**src/rtl/rot_pkg.sv**
```systemverilog
// Shared constants and helpers for the rotary-encoder input filter.
// Channel indices, synthesis debounce default and the counter-width helper.
package rot_pkg;

  localparam int NUM_CH    = 3;
  localparam int CH_A      = 0;
  localparam int CH_B      = 1;
  localparam int CH_CENTER = 2;

  // 10 ms at 50 MHz; simulation builds override this with a small value.
  localparam int DEBOUNCE_SYNTH = 500_000;

  localparam int GLITCH_CNT_W = 8;

  // The counter must be able to hold DEBOUNCE_CYCLES-1, with a 1-bit floor.
  function automatic int cnt_width(input int cycles);
    if (cycles < 1) begin
      return 1;
    end
    return (($clog2(cycles + 1)) < 1) ? 1 : $clog2(cycles + 1);
  endfunction

endpackage

```
**src/rtl/rot_input_filter_if.sv**
```systemverilog
// Pin-side and filtered-side signals of the rotary-encoder input filter.
// Optional `glitches` member exists only with ROT_INPUT_FILTER_GLITCH_CNT_EN.
interface rot_input_filter_if;

  logic rota_in;
  logic rotb_in;
  logic center_in;
  logic rota;
  logic rotb;
  logic center;
  logic center_press;
  logic center_release;
`ifdef ROT_INPUT_FILTER_GLITCH_CNT_EN
  logic [7:0] glitches;
`endif

  modport master (
    output rota_in, rotb_in, center_in,
`ifdef ROT_INPUT_FILTER_GLITCH_CNT_EN
    input  glitches,
`endif
    input  rota, rotb, center, center_press, center_release
  );

  modport slave (
    input  rota_in, rotb_in, center_in,
`ifdef ROT_INPUT_FILTER_GLITCH_CNT_EN
    output glitches,
`endif
    output rota, rotb, center, center_press, center_release
  );

endinterface

```
**src/rtl/rot_debounce_channel.sv**
```systemverilog
// One input channel: SYNC_STAGES-deep synchroniser followed by a
// stable-level debouncer. Glitch pulse only with ROT_INPUT_FILTER_GLITCH_CNT_EN.
module rot_debounce_channel
  import rot_pkg::*;
#(
  parameter int SYNC_STAGES     = 2,
  parameter int DEBOUNCE_CYCLES = 10
) (
  input  logic clk,
  input  logic rst,
  input  logic din,
  output logic level,
  output logic accept
`ifdef ROT_INPUT_FILTER_GLITCH_CNT_EN
  ,
  output logic glitch
`endif
);

  localparam int CNT_W = cnt_width(DEBOUNCE_CYCLES);
  localparam logic [CNT_W-1:0] CNT_LAST = CNT_W'(DEBOUNCE_CYCLES - 1);

  logic [SYNC_STAGES-1:0] sync_q;
  logic                   s;
  logic                   stable_q;
  logic [CNT_W-1:0]       cnt_q;

  // Plain flop chain; the first stage may go metastable, later ones settle it.
  always_ff @(posedge clk or negedge rst) begin
    if (!rst) begin
      sync_q <= '0;
    end else begin
      sync_q <= {sync_q[SYNC_STAGES-2:0], din};
    end
  end

  assign s = sync_q[SYNC_STAGES-1];

  // A new level is taken on the edge where it has persisted long enough.
  assign accept = (s != stable_q) && (cnt_q == CNT_LAST);

  always_ff @(posedge clk or negedge rst) begin
    if (!rst) begin
      stable_q <= 1'b0;
      cnt_q    <= '0;
    end else if (s == stable_q) begin
      cnt_q    <= '0;
    end else if (accept) begin
      stable_q <= s;
      cnt_q    <= '0;
    end else begin
      cnt_q    <= cnt_q + 1'b1;
    end
  end

  assign level = stable_q;

`ifdef ROT_INPUT_FILTER_GLITCH_CNT_EN
  // A pending change abandoned because s fell back to the stable level.
  assign glitch = (s == stable_q) && (cnt_q != '0);
`endif

endmodule

```
**src/rtl/rot_input_filter.sv**
```systemverilog
// Input conditioning for the rotary encoder (A, B) and push button (center).
// Optional glitch counter output enabled by ROT_INPUT_FILTER_GLITCH_CNT_EN.
module rot_input_filter
  import rot_pkg::*;
#(
  parameter int SYNC_STAGES     = 2,
  parameter int DEBOUNCE_CYCLES = 10
) (
  input  logic              clk,
  input  logic              rst,
  rot_input_filter_if.slave bus
);

  logic [NUM_CH-1:0] raw;
  logic [NUM_CH-1:0] level;
  logic [NUM_CH-1:0] accept;
  logic              press_q;
  logic              release_q;
  logic              unused_accept;
`ifdef ROT_INPUT_FILTER_GLITCH_CNT_EN
  logic [NUM_CH-1:0]       glitch;
  logic [1:0]              glitch_sum;
  logic [GLITCH_CNT_W:0]   glitch_next;
  logic [GLITCH_CNT_W-1:0] glitch_q;
`endif

  assign raw[CH_A]      = bus.rota_in;
  assign raw[CH_B]      = bus.rotb_in;
  assign raw[CH_CENTER] = bus.center_in;

  for (genvar ch = 0; ch < NUM_CH; ch++) begin : g_ch
    rot_debounce_channel #(
      .SYNC_STAGES     (SYNC_STAGES),
      .DEBOUNCE_CYCLES (DEBOUNCE_CYCLES)
    ) u_chan (
      .clk    (clk),
      .rst    (rst),
      .din    (raw[ch]),
      .level  (level[ch]),
      .accept (accept[ch])
`ifdef ROT_INPUT_FILTER_GLITCH_CNT_EN
      ,
      .glitch (glitch[ch])
`endif
    );
  end

  // Encoder channels only need their levels; the accept pulse drives strobes.
  assign unused_accept = accept[CH_A] ^ accept[CH_B];

  // Registered off the accept pulse so the strobe lines up with the new level.
  always_ff @(posedge clk or negedge rst) begin
    if (!rst) begin
      press_q   <= 1'b0;
      release_q <= 1'b0;
    end else begin
      press_q   <= accept[CH_CENTER] & ~level[CH_CENTER];
      release_q <= accept[CH_CENTER] &  level[CH_CENTER];
    end
  end

  assign bus.rota           = level[CH_A];
  assign bus.rotb           = level[CH_B];
  assign bus.center         = level[CH_CENTER];
  assign bus.center_press   = press_q;
  assign bus.center_release = release_q;

`ifdef ROT_INPUT_FILTER_GLITCH_CNT_EN
  assign glitch_sum  = 2'(glitch[CH_A]) + 2'(glitch[CH_B]) + 2'(glitch[CH_CENTER]);
  assign glitch_next = {1'b0, glitch_q} + {{(GLITCH_CNT_W - 1){1'b0}}, glitch_sum};

  // Saturating so a noisy board pins the debug LEDs rather than wrapping.
  always_ff @(posedge clk or negedge rst) begin
    if (!rst) begin
      glitch_q <= '0;
    end else if (glitch_next[GLITCH_CNT_W]) begin
      glitch_q <= '1;
    end else begin
      glitch_q <= glitch_next[GLITCH_CNT_W-1:0];
    end
  end

  assign bus.glitches = glitch_q;
`endif

endmodule
```
**src/flat_wrapper.sv**
```systemverilog
// flat-port wrapper written by rule: the top's interface ports become plain ports
module rot_input_filter_flat import rot_pkg::*;
#(
  parameter int SYNC_STAGES     = 2,
  parameter int DEBOUNCE_CYCLES = 10
)
  (clk, rst, bus_rota_in, bus_rotb_in, bus_center_in, bus_rota, bus_rotb, bus_center, bus_center_press, bus_center_release);
  rot_input_filter_if bus_i ();
  input  logic clk;
  input  logic rst;
  input wire logic [$bits(bus_i.rota_in)-1:0] bus_rota_in;
  input wire logic [$bits(bus_i.rotb_in)-1:0] bus_rotb_in;
  input wire logic [$bits(bus_i.center_in)-1:0] bus_center_in;
  output wire logic [$bits(bus_i.rota)-1:0] bus_rota;
  output wire logic [$bits(bus_i.rotb)-1:0] bus_rotb;
  output wire logic [$bits(bus_i.center)-1:0] bus_center;
  output wire logic [$bits(bus_i.center_press)-1:0] bus_center_press;
  output wire logic [$bits(bus_i.center_release)-1:0] bus_center_release;
  assign bus_i.rota_in = bus_rota_in;
  assign bus_i.rotb_in = bus_rotb_in;
  assign bus_i.center_in = bus_center_in;
  assign bus_rota = bus_i.rota;
  assign bus_rotb = bus_i.rotb;
  assign bus_center = bus_i.center;
  assign bus_center_press = bus_i.center_press;
  assign bus_center_release = bus_i.center_release;
  rot_input_filter #(.SYNC_STAGES(SYNC_STAGES), .DEBOUNCE_CYCLES(DEBOUNCE_CYCLES)) u_core (.clk(clk), .rst(rst), .bus(bus_i));
endmodule
```
**config.mk**
```make
export PLATFORM = sky130hd
export DESIGN_NAME = rot_input_filter_flat
export DESIGN_NICKNAME = d
export VERILOG_FILES = /design/src/rtl/rot_pkg.sv /design/src/rtl/rot_input_filter_if.sv /design/src/rtl/rot_debounce_channel.sv /design/src/rtl/rot_input_filter.sv /design/src/flat_wrapper.sv
export SDC_FILE = /design/constraint.sdc
export NUM_CORES = 1
export LEC_CHECK = 0
export ABC_CLOCK_PERIOD_IN_PS = 1400
export BUFFER_PORTS_ARGS = -buffer_cell sky130_fd_sc_hd__buf_4
export CAP_MARGIN = 10
export CORE_MARGIN = 5
export CORE_UTILIZATION = 49
export DETAILED_ROUTE_END_ITERATION = 12
export GPL_ROUTABILITY_DRIVEN = 0
export PLACE_DENSITY_LB_ADDON = 0.15
export SLEW_MARGIN = 40
export SYNTH_ARGS = -nofsm -noshare
export SYNTH_HDL_FRONTEND = slang
export SYNTH_SLANG_ARGS = --single-unit
```
**constraint.sdc**
```tcl
create_clock -name clk -period 1.4 [get_ports clk]
set_clock_uncertainty 0.2 [all_clocks]
set_input_delay 0.28 -clock clk [delete_from_list [all_inputs] [get_ports clk]]
set_output_delay 0.28 -clock clk [all_outputs]
set_load 0.02 [all_outputs]
```
# Word level (Yosys, flattened, before mapping)
# Index checks and enable logic that the tools add are counted.
[totals]
wordCells = 41
ff_bits = 23
output_inout_bits = 5
in_bits = 5
[classes]
reduce_logical = 6
n_addsub = 3
bitwise_logic = 6
eq_ne = 9
mux = 6
[ops]
columns = ["operator", "n"]
rows = [
  ["4-bit two-way mux", 6],
  ["4-bit by 1-bit adder with 4-bit output, second input constant", 3],
  ["4-bit == test, second input constant", 3],
  ["2-bit AND reduction", 3],
  ["1-bit NOT", 4],
  ["1-bit == test", 3],
  ["1-bit logical AND", 3],
  ["1-bit inequality test", 3],
  ["1-bit AND", 2],
]

# Logic depth before layout (Yosys ltp)
# Gate-level depths: netlist (run 1).
[logic_depth]
ltp_word = 4
mapped_depth = 5
mapped_depth_nobuf = 5

# By module
# Synthesis (run 1) repeated with hierarchy kept, for this count alone.
[unflattened]
hier_cells = 70
area_unflattened_um2 = 974.7
[by_module_without_submodules]
columns = ["module", "cells_per_inst", "instances", "area_per_inst_um2"]
rows = [
  ["rot_debounce_channel", 22, 3, 302.8],
  ["rot_input_filter", 4, 1, 66.3],
]

# Least setup slack after synthesis (run 1)
# Ideal clock, no wire load.
[synth_timing]
path_kind = "register -> register"
startpoint = "register u_core.g_ch[2].u_chan.cnt_q[0]"
endpoint = "register u_core.g_ch[2].u_chan.stable_q"
stages_incl_launch_ff = 4
path_slack_ns = 0.077
arrival_time_ns = 0.998
period_less_slack_ns = 1.323
path_buffers = 0
setup_ns = 0.125
cell_sequence = "dfrtp_1 -> ha_1 -> nand3b_4 -> mux2_4"
[synth_via]
elab_chain_len = 3
[synth_rtl]
columns = ["element", "line", "rtl"]
rows = [
  ["start: declaration", "rot_debounce_channel.sv:26", "logic [CNT_W-1:0] cnt_q;"],
  ["start signal: assignment", "rot_debounce_channel.sv:52", "cnt_q <= cnt_q + 1'b1;"],
  ["4-bit == test", "rot_debounce_channel.sv:40", "assign accept = (s != stable_q) && (cnt_q == CNT_LAST);"],
  ["1-bit logical AND", "rot_debounce_channel.sv:40", ""],
  ["2-bit AND reduction (no line)", "--", ""],
  ["end signal: assignment", "rot_debounce_channel.sv:49", "stable_q <= s;"],
  ["end: declaration", "rot_debounce_channel.sv:25", "logic stable_q;"],
]
# Every way passes these cells.
# A chain may end at the register's enable or synchronous reset.

# Worst setup path after layout (run 1)
[layout_timing]
startpoint = "register u_core.g_ch[2].u_chan.cnt_q[1]"
endpoint = "register u_core.g_ch[2].u_chan.stable_q"
# Same word-level chain as after synthesis.

==> results of run 1 <==
[power by group]
group	internal [mW]	switching [mW]
registers	0.729	0.0454
clock network	0.111	0.186
logic	0.136	0.113
[cells in the final DEF, fill, tap and decap left out, types with 2 or more instances in the layout]
cell,Yosys,final
nor3b_1,2,2
nor2_1,12,12
nand3b_4,3,3
nand2_1,3,3
xnor2_1,3,3
buf_4,0,15
dlygate4sd3_1,0,4
xor2_1,6,6
ha_1,6,6
inv_1,3,3
nand3_1,3,3
clkbuf_4,0,3
dfrtp_1,23,23
mux2_4,3,3
[sequential cells by signal, indices dropped and copies added, names as in the netlist]
name,flops
u_core.bus.center_press,1
u_core.g_ch.u_chan.cnt_q,12
u_core.g_ch.u_chan.level,3
u_core.bus.center_release,1
u_core.g_ch.u_chan.sync_q,6
[worst max-delay path by stage]
stage,depth (start not counted),slack (ns),end,startpoint
floorplan,3,0.08,u_core.g_ch[2].u_chan.level$_DFFE_PN0P_,u_core.g_ch[2].u_chan.cnt_q[0]$_DFF_PN0_
detailed placement,4,0.05,u_core.g_ch[2].u_chan.level$_DFFE_PN0P_,u_core.g_ch[2].u_chan.cnt_q[1]$_DFF_PN0_
finish,4,0.04,u_core.g_ch[2].u_chan.level$_DFFE_PN0P_,u_core.g_ch[2].u_chan.cnt_q[1]$_DFF_PN0_
global route,4,0.003,u_core.g_ch[1].u_chan.level$_DFFE_PN0P_,u_core.g_ch[1].u_chan.cnt_q[1]$_DFF_PN0_
global placement,4,0.07,u_core.g_ch[1].u_chan.level$_DFFE_PN0P_,u_core.g_ch[1].u_chan.cnt_q[1]$_DFF_PN0_
CTS,1,0.008,bus_rota,u_core.g_ch[0].u_chan.level$_DFFE_PN0P_
[metal layers]
layer	up-vias	track usage [%]	share of wire [%]
li1	262	-	-
met1	267	11.1	44
met2	6	18.6	49
met3	4	3.32	3.2
met4	0	8.94	3.5
met5	-	0	0
[cell type report]
| cell class | count | share of cell area (%) |
|---|---|---|
| flip-flops and latches | 23 | 49.9 |
| repair buffers | 20 | 14.2 |
| well taps | 25 | 2.71 |
| inverters | 3 | 0.976 |
| multi-input cells | 41 | 29.9 |
| clock buffers | 4 | 2.28 |
[cells by family after synthesis]
kind of cell | Yosys count | share of synthesized area [%]
simple gates | 23 | 15.7
flops | 23 | 61.7
xor+xnor | 9 | 8.46
fa+ha+maj | 6 | 8.05
buf+inv | 3 | 1.21
mux | 3 | 4.83
[per-stage QoR]
| stage | hold WS [ns] | power [mW] | instances |
|---|---|---|---|
| finish | 0.154 | 1.32 | 116 |
| global route | 0.167 | 1.41 | 116 |
| CTS | 0.161 | 1.32 | 113 |
| detailed placement | -0.0152 | 1.01 | 104 |
| global placement | -0.0172 | 1.00 | 104 |
| floorplan | -0.216 | 0.928 | 67 |
[repair_timing]
item	in CTS	in global routing
setup buffers	1	3
setup endpoints to repair	1	3
hold buffers	4	0
resized for setup	0	1
endpoints found under the hold margin	26	0
==> out/qor.yml, run 1 <==
fin_crit_ns: 1.36
drt_wl_total_um: 1250
r2r_slack_ns: 0.04
row_count: 15
crit_buf_inv: 1
stdcell_area_mm2: 0.00115
crit_slowest_cell: "dfrtp_1"
cp_max_fo: 4
core_mm2: 0.00176
synth_ff_type: "dfrtp_1"
synth_common_cells: "23 x dfrtp_1, 12 x nor2_1, 6 x ha_1, 6 x xor2_1"
hp-start: "u_core.g_ch[0].u_chan.sync_q[0]$_DFF_PN0_"
antenna_found_initial: 0
path_delay_family: "flip-flops"
yosys.area.top_type: "dfrtp_1"
leakage_nw: 0.661
drv_cap: 0
clock_latency_ns: 0.31
synthTopCellsByArea: "dfrtp_1 62%, ha_1 8.1%, nand3b_4 6.4%, xor2_1 5.6%, mux2_4 4.8%"
drive_gt1_share_pct: 27.5
clock_path_buffers: 2
cts_sinks: 23
grt_overflow: 0
reg2reg_from: "u_core.g_ch[2].u_chan.cnt_q[1]$_DFF_PN0_"
max_freq_ghz: 0.737
ioPinCount: 10
path_cells: "inv_1, ha_1, nand3b_4, mux2_4"
placed_area_mm2: 0.00105
wl_per_cell_um: 10.8
worst_setup_path_start_kind: "flop"
reg2reg_to: "u_core.g_ch[2].u_chan.level$_DFFE_PN0P_"
first_global_vias: 539
yosysUniqueCellTypes: 11
p_per_area_mw_per_mm2: 1140
crit_path_max_incr_delay_ns: 0.41
seqCellArea_um2: 576
syn_area_um2: 932
cts_htree_levels: 1
die_h_um: 53.6
finalHoldViolCount: 0
routed-via-count: 539
yosysMostFrequentCell: "dfrtp_1"
worst_pin_slew_ns: 0.279
detail-route-antenna-nets: 0
ys_ff_latch: 23
netlist.area_leader.share_pct: 61.7
arrival_ns: 1.37
drcViolationCount: 0
start_util_pct: 52.8
setup_viol: 0
slew_viol_final: 0
via_per_inst: 4.65
hold_end: "u_core.g_ch[0].u_chan.sync_q[1]$_DFF_PN0_"
worst_slack_ns: 0.0438
final_nets: 103
yosys_warnings: 0
path_clk_slew_ns: 0.12
first_pass_iters: 3
portBuffers: 9
cts_tree: "yes"
min_path_type: "reg -> reg"
die_area_mm2: 0.00287
reg2regPathDepth: 4
dp_hpwl_um: 889
ir_drop_mv: 0.798
cp-end-kind: "flop"
required_ns: 1.41
pre_cts_ws_ns: 0.0487
rsz0062_at_grt: "no"
path_class: "reg -> reg"
num-fill-cells: 141
die_x_um: 53.6
status: "complete, no violations"
cts_buffers: 3
multi_input_area_um2: 345
antenna-diode-count: 0
grtUsageTotal_pct: 11.0
clockRootBuffer: "clkbuf_4"
grt_first_pass_wirelength_um: 2130
ys_seq_area_share_pct: 61.7
fin_crit_sh_pct: 96.9
synth.avg_cell_area_um2: 13.9
drtIter0Drc: 1
grt_max_degree: 24
synthCells: 67
ys_async_sr_fraction_pct: 100
synth_edf_count: 0
postSynthNetCount: 78
final_util_pct: 65.4
tns_ns: 0
area_delta_synth_final_pct: 23.8
worstHoldPathCells: 0
relSlewSlack_pct: 81.4
(Power assumes the default switching activity.)
==> run 2: changes to the inputs <==
--- a/config.mk
+++ b/config.mk
@@ -12,7 +12,7 @@
 export CORE_UTILIZATION = 49
 export DETAILED_ROUTE_END_ITERATION = 12
 export GPL_ROUTABILITY_DRIVEN = 0
-export PLACE_DENSITY_LB_ADDON = 0.15
+export PLACE_DENSITY_LB_ADDON = 0.3
 export SLEW_MARGIN = 40
 export SYNTH_ARGS = -nofsm -noshare
 export SYNTH_HDL_FRONTEND = slang
==> run 2 against run 1 <==
Global-route usage increased by 0.56 points. Routed wire length increased by 5.8%. Cell count increased by 1.7%. Total power increased by 3.0%. Critical endpoint is now bus_center. Largest power group unchanged.
==> out/qor.yml, run 2 (same netlist as run 1, synthesis figures left out) <==
status: "complete, no violations"
rsz0062_at_grt: "no"
top_register: "u_core.g_ch.u_chan.cnt_q"
final_nets: 105  # +1.9%
required_ns: 0.92  # -0.49 ns
num-fill-cells: 129  # -8.5%
fin_crit_ns: 1.35  # -0.00251 ns
drtIter0Drc: 1  # unchanged
ir_drop_mv: 0.864  # +8.3%
crit_path_max_incr_delay_ns: 0.41  # about the same
clock_path_buffers: 2  # unchanged
pwr-share-clk_pct: 21.5  # -1.0 points
reg2regPathDepth: 4  # unchanged
row_count: 15  # unchanged
pre_cts_ws_ns: 0.0222  # -0.0265 ns
finalHoldViolCount: 0  # unchanged
p_sw_uw: 360  # +4.4%
worst_setup_path_start_kind: "flop"
worst_slack_ns: 0.0463  # +0.00251 ns
arrival_ns: 0.87  # -0.50 ns
clockRootBuffer: "clkbuf_4"
cts_htree_levels: 1  # unchanged
hold_ws_ns: 0.168  # +0.0134 ns
path_cells: "buf_4"
cts_buffers: 3  # unchanged
drive_gt1_share_pct: 32.3  # +4.8 points
worst_pin_slew_ns: 0.276  # -0.00369 ns
portBuffers: 9  # unchanged
first_global_vias: 559  # +3.7%
ioPinCount: 10  # unchanged
first_pass_iters: 2  # -1
die_h_um: 53.6  # unchanged
min_path_type: "reg -> reg"
path_delay_family: "flip-flops"
worstHoldPathCells: 0  # unchanged
routed-via-count: 539  # unchanged
drt_wl_total_um: 1320  # +5.8%
leakage_nw: 0.673  # +1.9%
final_util_pct: 67.2  # +1.8 points
dp_hpwl_um: 896  # +0.78%
worst-path-stages: 1  # -3
die_x_um: 53.6  # unchanged
cp-end-kind: "output port"
path_class: "reg -> out"
grt_overflow: 0  # unchanged
tns_ns: 0  # unchanged
clock_latency_ns: 0.30  # about the same
power.internal_uw: 999  # +2.5%
antenna-diode-count: 0  # unchanged
stdcell_area_mm2: 0.00118  # +2.7%
path_clk_slew_ns: 0.12  # about the same
area_delta_synth_final_pct: 27.1
grt_first_pass_wirelength_um: 2350  # +10%
grtUsageTotal_pct: 11.5  # +0.56 points
layout_commonest_cell: "dfrtp_1"
seqCellArea_um2: 576  # unchanged
grt_max_degree: 24  # unchanged
drcViolationCount: 0  # unchanged
largest_register_ffs: 12  # unchanged
via_per_inst: 4.57  # -1.7%
die_area_mm2: 0.00287  # unchanged
detail-route-antenna-nets: 0  # unchanged
total_power_mw: 1.36  # +3.0%
fin_crit_sh_pct: 96.7  # -0.18 points
relSlewSlack_pct: 81.6  # +0.25 points
fin_cells: 118  # +1.7%
switching_share_pct: 26.5  # +0.37 points
cts_tree: "yes"
cp_max_fo: 2  # -2
dp.cells: 104  # unchanged
seq_power_share_pct: 57.0  # -1.6 points
slew_viol_final: 0  # unchanged
antenna_found_initial: 0  # unchanged
setup_viol: 0  # unchanged
start_util_pct: 52.8  # unchanged
p_comb_share_pct: 21.5  # +2.6 points
drv_cap: 0  # unchanged
cts_sinks: 23  # unchanged
core_mm2: 0.00176  # unchanged
placed_area_mm2: 0.00105  # unchanged
wl_per_cell_um: 11.2  # +4.0%
crit_slowest_cell: "dfrtp_1"
max_freq_ghz: 0.739  # +0.19%
crit_buf_inv: 1  # unchanged
p_per_area_mw_per_mm2: 1150  # +0.25%
final_cell_mix: "23 x dfrtp_1, 17 x buf_4, 12 x nor2_1, 6 x xor2_1"
multi_input_area_um2: 360  # +4.3%
run 2: final cells by class:
class	instances	share of cell area [%]
Tap cell	25	2.64
Timing Repair Buffer	22	15.1
Clock inverter	1	0.422
Multi-Input combinational cell	41	30.4
Clock buffer	3	1.90
Inverter	3	0.950
Sequential cell	23	48.6
run 2: final timing paths:
path | endpoint | start | slack [ns]
setup reg to reg | u_core.g_ch[1].u_chan.level$_DFFE_PN0P_ | u_core.g_ch[1].u_chan.cnt_q[1]$_DFF_PN0_ | 0.06
min in group asynchronous | u_core.g_ch[0].u_chan.cnt_q[2]$_DFF_PN0_ | rst | 0.19
hold reg to reg | u_core.g_ch[2].u_chan.sync_q[1]$_DFF_PN0_ | u_core.g_ch[2].u_chan.sync_q[0]$_DFF_PN0_ | 0.17
hold / removal | u_core.g_ch[2].u_chan.sync_q[1]$_DFF_PN0_ | u_core.g_ch[2].u_chan.sync_q[0]$_DFF_PN0_ | 0.17
setup / recovery | bus_center | u_core.g_ch[2].u_chan.level$_DFFE_PN0P_ | 0.05
max in group asynchronous | u_core.g_ch[2].u_chan.cnt_q[3]$_DFF_PN0_ | rst | 0.60
run 2: power groups by stage:
stage / logic [mW] / clock network [mW] / registers [mW]
2_1_floorplan: 0.131 / 0 / 0.796
3_3_place_gp: 0.214 / 0 / 0.789
3_5_place_dp: 0.224 / 0 / 0.792
4_1_cts: 0.239 / 0.313 / 0.778
5_1_grt: 0.329 / 0.333 / 0.785
6_report: 0.292 / 0.292 / 0.776
run 2: metal layers:
metal	GRT usage, %	wire, um	vias up
li1	-	-	266
met1	13.5	565	262
met2	19.0	685	9
met3	5.82	63	2
met4	2.55	9	0
met5	0	0	-
run 2: repair_timing:
item / in CTS / in global routing
setup endpoints to repair: 1 / 5
resized for setup: 0 / 4
buffers inserted: 1 / 5
hold buffers: 4 / 0
cloned: 0 / 0
hold endpoints to repair: 26 / 0
